===== src/rtl/ca_prng_arbiter.sv =====
// Cellular-automaton random-word generator shared by NREQ requesters through
// a round-robin arbiter; one fresh word per one-cycle grant pulse.
module ca_prng_arbiter #(
  parameter int unsigned N            = 32,
  parameter int unsigned NREQ         = 4,
  parameter logic [7:0]  RESET_RULE   = 8'd30,
  parameter logic [31:0] RESET_SEED   = 32'h0000_0001,
  parameter int unsigned RESET_WARMUP = 16,
  parameter int unsigned WARMUP_W     = 8,
  parameter int unsigned STRIDE       = 1
) (
  input  logic                clk,
  input  logic                reset_n,
  input  logic                cfg_load,
  input  logic [7:0]          cfg_rule,
  input  logic [N-1:0]        cfg_seed,
  input  logic [WARMUP_W-1:0] cfg_warmup,
  input  logic [NREQ-1:0]     req,
  output logic [NREQ-1:0]     gnt,
  output logic [N-1:0]        rnd_data,
  output logic                busy
);

  localparam int unsigned PtrW = $clog2(NREQ);
  localparam int unsigned CntW = (STRIDE > 1) ? $clog2(STRIDE) : 1;
  localparam logic [N-1:0]        SeedInit   = N'(RESET_SEED);
  localparam logic [WARMUP_W-1:0] WarmInit   = WARMUP_W'(RESET_WARMUP);
  localparam logic [CntW-1:0]     StrideInit = CntW'(STRIDE - 1);
  localparam logic [PtrW:0]       NreqW      = (PtrW + 1)'(NREQ);

  typedef enum logic [1:0] {StWarmup, StServe, StStride} state_e;

  state_e              state_q, state_d;
  logic [N-1:0]        ca_q, ca_d, ca_next;
  logic [7:0]          rule_q, rule_d;
  logic [WARMUP_W-1:0] wcnt_q, wcnt_d;
  logic [CntW-1:0]     scnt_q, scnt_d;
  logic [PtrW-1:0]     rr_q, rr_d;
  logic [NREQ-1:0]     gnt_q, gnt_d;
  logic [N-1:0]        data_q, data_d;

  // Circular CA: neighbourhood {left=i+1, self, right=i-1} indexes the rule byte.
  for (genvar i = 0; i < N; i++) begin : g_cell
    localparam int unsigned Up = (i + 1) % N;
    localparam int unsigned Dn = (i + N - 1) % N;
    assign ca_next[i] = rule_q[{ca_q[Up], ca_q[i], ca_q[Dn]}];
  end

  // Round-robin pick: rotate eligible so rr_q sits at bit 0, take the lowest set bit.
  logic [NREQ-1:0] eligible, rotated, grant_vec;
  logic [PtrW-1:0] pick_off, pick_k, rr_next;
  logic [PtrW:0]   pick_sum;
  logic            found;

  always_comb begin
    eligible = req & ~gnt_q;
    rotated  = NREQ'({eligible, eligible} >> rr_q);
    found    = 1'b0;
    pick_off = '0;
    for (int unsigned o = 0; o < NREQ; o++) begin
      if (!found && rotated[o]) begin
        found    = 1'b1;
        pick_off = o[PtrW-1:0];
      end
    end
    pick_sum  = {1'b0, rr_q} + {1'b0, pick_off};
    pick_k    = (pick_sum >= NreqW) ? PtrW'(pick_sum - NreqW) : PtrW'(pick_sum);
    rr_next   = ({1'b0, pick_k} == NreqW - (PtrW + 1)'(1)) ? '0 : pick_k + PtrW'(1);
    grant_vec = NREQ'(1) << pick_k;
  end

  always_comb begin
    state_d = state_q;
    ca_d    = ca_q;
    rule_d  = rule_q;
    wcnt_d  = wcnt_q;
    scnt_d  = scnt_q;
    rr_d    = rr_q;
    gnt_d   = '0;
    data_d  = data_q;
    if (cfg_load) begin
      ca_d    = cfg_seed;
      rule_d  = cfg_rule;
      wcnt_d  = cfg_warmup;
      state_d = StWarmup;
    end else begin
      unique case (state_q)
        StWarmup: begin
          if (wcnt_q == '0) begin
            state_d = StServe;
          end else begin
            ca_d   = ca_next;
            wcnt_d = wcnt_q - WARMUP_W'(1);
          end
        end
        StServe: begin
          if (found) begin
            gnt_d  = grant_vec;
            data_d = ca_q;
            ca_d   = ca_next;
            rr_d   = rr_next;
            if (STRIDE > 1) begin
              state_d = StStride;
              scnt_d  = StrideInit;
            end
          end
        end
        StStride: begin
          ca_d   = ca_next;
          scnt_d = scnt_q - CntW'(1);
          if (scnt_q == CntW'(1)) state_d = StServe;
        end
        default: state_d = StWarmup;
      endcase
    end
  end

  always_ff @(posedge clk or negedge reset_n) begin
    if (!reset_n) begin
      state_q <= StWarmup;
      ca_q    <= SeedInit;
      rule_q  <= RESET_RULE;
      wcnt_q  <= WarmInit;
      scnt_q  <= '0;
      rr_q    <= '0;
      gnt_q   <= '0;
      data_q  <= '0;
    end else begin
      state_q <= state_d;
      ca_q    <= ca_d;
      rule_q  <= rule_d;
      wcnt_q  <= wcnt_d;
      scnt_q  <= scnt_d;
      rr_q    <= rr_d;
      gnt_q   <= gnt_d;
      data_q  <= data_d;
    end
  end

  assign gnt      = gnt_q;
  assign rnd_data = data_q;
  assign busy     = (state_q != StServe);

endmodule

===== config.mk =====
export PLATFORM = sky130hd
export DESIGN_NAME = ca_prng_arbiter
export DESIGN_NICKNAME = d
export VERILOG_FILES = /design/src/rtl/ca_prng_arbiter.sv
export SDC_FILE = /design/constraint.sdc
export NUM_CORES = 1
export LEC_CHECK = 0
export CAP_MARGIN = 20
export CORE_UTILIZATION = 45
export DETAILED_ROUTE_END_ITERATION = 16
export GPL_TIMING_DRIVEN = 1
export PLACE_DENSITY = 0.78
export REMOVE_ABC_BUFFERS = 1
export SYNTH_ARGS = -nofsm -noshare
export SYNTH_HDL_FRONTEND = slang
export SYNTH_SLANG_ARGS = --single-unit
export TNS_END_PERCENT = 100

===== constraint.sdc =====
create_clock -name clk -period 6.2 [get_ports clk]
set_clock_uncertainty 0.15 [all_clocks]
set_input_delay 1.24 -clock clk [delete_from_list [all_inputs] [get_ports clk]]
set_output_delay 1.24 -clock clk [all_outputs]
set_load 0.02 [all_outputs]

# Yosys cells after proc, flatten, opt, wreduce, memory -nomap -nowiden
# Cells that the tools add are included.
# word_totals
ff_bits,89
in_bits,55
out_inout_bits,37
word_cells,163
# op_classes
n_addsub,5
n_lt_le_gt_ge,33
eq_ne,10
shifts,2
mux,87
n_bitwise,3
n_reduce_logical,15
# op_table
cell,n
"< comparator 3 x 4 -> 1 bit, second input constant",32
binary-select mux 1 bit (select 3 bit),32
two-way mux 32 bit,3
one-hot mux 32 bit (3 select lines),1
two-way mux 1 bit,37
two-way mux 8 bit,3
two-way mux 2 bit,7
two-way mux 4 bit,3
"inequality test 3 bit, second input constant",4
AND reduction 3 bit,3
zero test 8 bit,1
right shift 8 x 2 -> 4 bit,1
"subtractor 8 x 1 -> 8 bit, second input constant",1
one-hot mux 2 bit (3 select lines),1
bitwise AND 4 bit,1
"equality test 2 bit, second input constant",2
"inequality test 2 bit, second input constant",2
inverter 4 bit,1
AND reduction 2 bit,2
nonzero test 4 bit,1
"left shift 1 x 2 -> 4 bit, first input constant",1
adder 2 x 2 -> 3 bit,1
"greater-or-equal comparator 3 bit, second input constant",1
logical AND 1 bit,3
9 further kinds,11

# Depth between registers and ports, before layout
# logic_depth
depth_word,20
depth_mapped,10
ltp_nobuf,10

# Worst setup path after synthesis
# Ideal clock, no wire load.
# synth_path
path_type,input -> register
startpoint,input req[0]
endpoint,register rr_q[1]
arrival_time_ns,2.828
required_time_ns,5.925
path_slack_ns,3.097
stages,8
path_cell_list,and2b_1 -> a2111oi_0 -> a21oi_1 -> o21ai_0 -> ha_1 -> xor2_1 -> ha_1 -> mux2_4
# synth_via
elab_chain_len,17
word_cells_on_any_way,23
# synth_lines
item,line_no,source
from (decl),18,"input logic [NREQ-1:0] req,"
bitwise AND 4 bit *,56,eligible = req & ~gnt_q;
right shift 8 x 2 -> 4 bit *,57,"rotated = NREQ'({eligible, eligible} >> rr_q);"
two-way mux 1 bit,61,if (!found && rotated[o]) begin
zero test 1 bit,61,
logical AND 1 bit,61,
two-way mux 1 bit,61,
zero test 1 bit,61,
logical AND 1 bit,61,
(+2 left out),-,
logical AND 1 bit,61,
two-way mux 2 bit *,61,
adder 2 x 2 -> 3 bit *,66,"pick_sum = {1'b0, rr_q} + {1'b0, pick_off};"
greater-or-equal comparator 3 bit / subtractor 2 x 1 -> 2 bit (equally long branches),67,pick_k = (pick_sum >= NreqW) ? PtrW'(pick_sum - NreqW) : PtrW'(pick_sum);
two-way mux 2 bit *,67,
adder 2 x 1 -> 2 bit / equality test 2 bit (equally long branches),68,"rr_next = ({1'b0, pick_k} == NreqW - (PtrW + 1)'(1)) ? '0 : pick_k + PtrW'(1);"
two-way mux 2 bit *,68,
via rr_next[1],51,"logic [PtrW-1:0] pick_off, pick_k, rr_next;"
to (signal assigned),134,rr_q <= rr_d;
to (decl),38,"logic [PtrW-1:0] rr_q, rr_d;"
# The timed path passes the listed nets; every way through them passes the cells marked *.
# A chain may end at the register's enable or synchronous reset.

# Worst setup path after layout
# layout_path
startpoint,input cfg_load
endpoint,register ca_q[19]
# layout_via
elab_chain_len,2
word_cells_on_any_way,5
# layout_lines
item,line_no,source
from (decl),14,"input logic cfg_load,"
inequality test 3 bit (no source line) / nonzero test 4 bit (equally long branches),-,
AND reduction 3 bit (no source line),-,
to (signal assigned),121,ca_q <= SeedInit;
to (decl),34,"logic [N-1:0] ca_q, ca_d, ca_next;"
# Parallel ways exist; a longest one is shown, timed or not.

==> results summary <==
The maximum clock frequency is 282 MHz. The cell type contributing the most total cell area after synthesis is sky130_fd_sc_hd__dfrtp_1. On the final layout, the worst hold slack is 337 ps. From bottom edge to top edge, the die measures 121 um. The arrival time at the worst endpoint came out at 3680 ps.

The cell seen most often among critical-path stages is sky130_fd_sc_hd__buf_4. The worst path setup slack after routing is 2650 ps. Setup repair after global routing left no endpoint under its margin. The share of total power dissipated in combinational logic is 0.291. The wire length of the first global-routing pass is 26.0 mm. The normalized max-slew margin is 0.322. The share of synthesized area in the top cell type comes to 0.321. Setup violations remaining at the end of the flow were counted as 0. The floorplan step defined a die boundary enclosing 14,500 um^2. The detailed placer's ending HPWL came out at 9.93 mm. The cell area after layout came out at 7300 um^2.

The latest clock arrival within the worst-skew pair came out at 360 ps. The number of antenna violations at the first check in global routing is 0. The fraction of final layout cells with drive strength greater than 1 is 0.155. The clock root buffer master is sky130_fd_sc_hd__clkbuf_16. The initial utilization of the core area, before any placement, comes to 0.470. By startpoint and endpoint, the worst setup path is classified as in2reg. The fraction of power spent switching nets is 0.355. Traced cell by cell, the critical path runs through buf_2, buf_4, nor4b_4, nand2_2, a2bb2oi_4, buf_4, nor2_1, a21oi_1. The largest incremental delay on the critical path came out at 710 ps. The areal power density over the cells is 268 nW/um^2. The fraction of power consumed by sequential logic is 0.433. The TritonCTS sink count is 87. Entering global routing, the biggest net connects 86 pins.

The count of buffers added on input and output ports is 91. The setup TNS after final layout is 0 ps. The share of flip-flops with an asynchronous set or reset came out at 1.00. The DRC violation count after routing came out at 0. The number of buffers inserted by post-CTS setup repair is 0. After global routing the overflow that remains totals 0. The clock network power share came out at 0.276.

The area inside the core boundary came out at 13,500 um^2. The worst-path maximum fanout came out at 80. The sort of element at the start of the critical path is an input port.

Together, buffers and inverters on the worst path number 3. The total iterations of the first detailed-routing run came out at 5. Synthesis handed over a netlist of 650 instances.

The static leakage is 2.95 nW. Across the VDD grid, the largest voltage drop is 0.000165 V. The number of buffers added by the clock tree synthesis step is 9.

The flip-flop and latch count after synthesis is 87. By area the synthesized netlist is led by sky130_fd_sc_hd__dfrtp_1, sky130_fd_sc_hd__mux4_2, sky130_fd_sc_hd__a21oi_1, sky130_fd_sc_hd__nand2_1, sky130_fd_sc_hd__nor2_1. The number of placement rows came out at 42. The number of top-level pins is 92. The total of max-cap violations is 0. The transition time at the pin with the least slew margin is 1020 ps. The via density per instance came out at 6.09. A synthesized cell averages 9.72 um^2. 0 antenna diodes ended up in the layout. The horizontal die dimension came out at 121 um. The buffer depth of the longest clock path came out at 2. The netlist area before placement is 6320 um^2. The number of hold violations in the final report was 0. The required time of the critical path is 6330 ps. The final wirelength came out at 15.7 mm.

The final max-slew violation count came out at 0. The number of synthesized flops with an enable pin came out at 0. The number of gates given a new drive strength after cts came out at 0. The instance area after placement is 6980 um^2.

Buffers inserted to repair hold after CTS numbered 0. The worst hold path belongs to the class reg2reg. In the global route stage, overall resource usage came out at 0.228. For this run, the number of Yosys warnings is 0. For this design, the slowest cell found on the critical path is sky130_fd_sc_hd__buf_4.

The average wire per cell in the routed design came out at 18.3 um. TritonCTS built the clock tree. The total vias in the final route came out at 5,240. The remaining number of nets flagged by the antenna check after routing came out at 0. The via count of the first global-routing pass is 5,203. The number of filler cells placed in the layout came out at 1,196. The worst slack at placement came out at 2330 ps. The category of the worst setup path capture point is a register. Grouping stages by cell kind, the critical path spends the most delay in buffers and inverters.

The congestion estimate from routability-driven global placement came to 0.854. The net load switching power is 0.000693 W. Internal power comes to 0.00126 W.

The run finished with clean final reports. Of the synthesized area, sequential elements account for 0.346. The growth of design area from synthesis to finish is 15.5%. The level count of the clock H-tree came out at 3.

The smallest clock period supported by the final layout is computed as 3550 ps. Among all flip-flop cells after synthesis, the most frequent one is sky130_fd_sc_hd__dfrtp_1. Of the available clock period, the critical path in the final layout requires 0.572. The number of different library cells used by synthesis comes to 62. The final layout contains 741 nets. The violation count after the first detailed-route iteration is 462. The post-CTS clock slew at the launch and capture registers of the worst setup and hold paths came out at 70 ps.
==> worst paths after layout <==
check | startpoint | to | slack (ps) | cells after the start
max | cfg_load | ca_q[19]$_DFFE_PN0P_ | 2650 | 8
min | rnd_data[10]$_DFFE_PN0P_ | rnd_data[10]$_DFFE_PN0P_ | 340 | 2
max reg2reg | wcnt_q[0]$_DFFE_PN0P_ | ca_q[19]$_DFFE_PN0P_ | 3600 | 8
min reg2reg | rnd_data[10]$_DFFE_PN0P_ | rnd_data[10]$_DFFE_PN0P_ | 340 | 2
max in group asynchronous | reset_n | rule_q[1]$_DFFE_PN1P_ | 4520 | 3
min in group asynchronous | reset_n | gnt[2]$_DFF_PN0_ | 500 | 1
==> sequential cells by signal, indices dropped and copies added (netlist names) <==
| name | flops |
|---|---|
| rule_q | 8 |
| wcnt_q | 8 |
| rnd_data | 32 |
| state_q | 1 |
| ca_q | 32 |
| gnt | 4 |
| rr_q | 2 |
==> synthesized netlist by cell type, drive strengths merged, types with 3 or more instances <==
library cell and number:
ha 6, nand2b 17, nor3 5, mux4 30, a21oi 106, nand3b 3
nor4 5, nand3 4, o21ai 29, o2111ai 7, and4b 12, dfrtp 81
nor2 55, dfstp 6, o2111a 14, a2111oi 30, a31oi 5, nand2 57
o22ai 3, buf 63, nor2b 19, nand4b 4, inv 29, mux2 22
clkbuf 14
==> cell families after synthesis <==
group / synth area share
DFF: 0.346
xor gates and xnor gates: 0.00416
buffers and inverters: 0.0964
adders and majority gates: 0.0119
AOI/OAI and AO/OA: 0.221
and+or+nand+nor: 0.167
muxes: 0.154
==> worst min-delay path, stage by stage (launching register included) <==
cell                      delay [ps]
sky130_fd_sc_hd__dfrtp_1         350
sky130_fd_sc_hd__nand2_1          50
sky130_fd_sc_hd__o21ai_0          60
==> per-layer routing <==
| layer | wire (um) | up-vias | part of all wire | GRT usage |
|---|---|---|---|---|
| met4 | 301 | 0 | 0.019 | 0.0895 |
| met1 | 6650 | 2560 | 0.42 | 0.301 |
| met5 | 0 | - | 0 | 0 |
| met3 | 1070 | 23 | 0.068 | 0.0448 |
| li1 | - | 2442 | - | - |
| met2 | 7730 | 215 | 0.49 | 0.369 |
==> placed cells by master, fill, tap and decap left out, types with 3 or more instances in the layout <==
cell type | netlist | routed
sky130_fd_sc_hd__inv_1 | 27 | 27
sky130_fd_sc_hd__ha_1 | 6 | 6
sky130_fd_sc_hd__clkdlybuf4s50_1 | 0 | 89
sky130_fd_sc_hd__dfrtp_1 | 81 | 81
sky130_fd_sc_hd__nor2b_4 | 3 | 3
sky130_fd_sc_hd__nor4_1 | 3 | 3
sky130_fd_sc_hd__a2111oi_2 | 11 | 11
sky130_fd_sc_hd__dfstp_2 | 6 | 6
sky130_fd_sc_hd__nor2_1 | 55 | 55
sky130_fd_sc_hd__o22ai_1 | 3 | 3
sky130_fd_sc_hd__a2111oi_0 | 12 | 12
sky130_fd_sc_hd__mux2_4 | 10 | 10
sky130_fd_sc_hd__nand2b_1 | 17 | 16
sky130_fd_sc_hd__nor3_1 | 4 | 4
sky130_fd_sc_hd__o21ai_0 | 27 | 27
sky130_fd_sc_hd__clkbuf_16 | 0 | 9
sky130_fd_sc_hd__a2111oi_1 | 7 | 7
sky130_fd_sc_hd__o2111ai_1 | 7 | 7
sky130_fd_sc_hd__mux4_2 | 29 | 29
sky130_fd_sc_hd__and4b_1 | 12 | 12
sky130_fd_sc_hd__nor2b_1 | 16 | 16
sky130_fd_sc_hd__nand3b_1 | 3 | 3
sky130_fd_sc_hd__a31oi_1 | 5 | 5
sky130_fd_sc_hd__buf_4 | 27 | 5
sky130_fd_sc_hd__mux2_2 | 10 | 10
sky130_fd_sc_hd__o2111a_1 | 14 | 14
sky130_fd_sc_hd__nand4b_1 | 4 | 4
sky130_fd_sc_hd__a21oi_1 | 105 | 105
sky130_fd_sc_hd__nand3_1 | 4 | 4
sky130_fd_sc_hd__nand2_1 | 55 | 55
==> stage by stage <==
stage	power, W	std cells	util
floorplan	0.00121	573	-
global placement	0.00138	844	0.519
detailed placement	0.00141	844	0.519
CTS	0.00196	860	0.540
global route	0.00207	861	0.542
finish	0.00195	861	0.542
==> layout make-up <==
class                           instances  area [um^2]  area share
Timing Repair Buffer                   96          961       0.132
Multi-Input combinational cell        457         3530       0.484
Inverter                               29          109      0.0149
Tap cell                              176          220      0.0302
Clock inverter                          5         41.3     0.00566
Clock buffer                           11          253      0.0346
Sequential cell                        87         2180       0.299
==> power groups by stage <==
stage / clock, W / combinational [W] / sequential [W]
floorplan: 0 / 0.000408 / 0.000802
global placement: 0 / 0.000536 / 0.000843
detailed placement: 0 / 0.000563 / 0.000851
CTS: 0.000550 / 0.000567 / 0.000841
global route: 0.000571 / 0.000627 / 0.000870
finish: 0.000539 / 0.000569 / 0.000845
No activity file was read; power rests on OpenSTA's default activity.
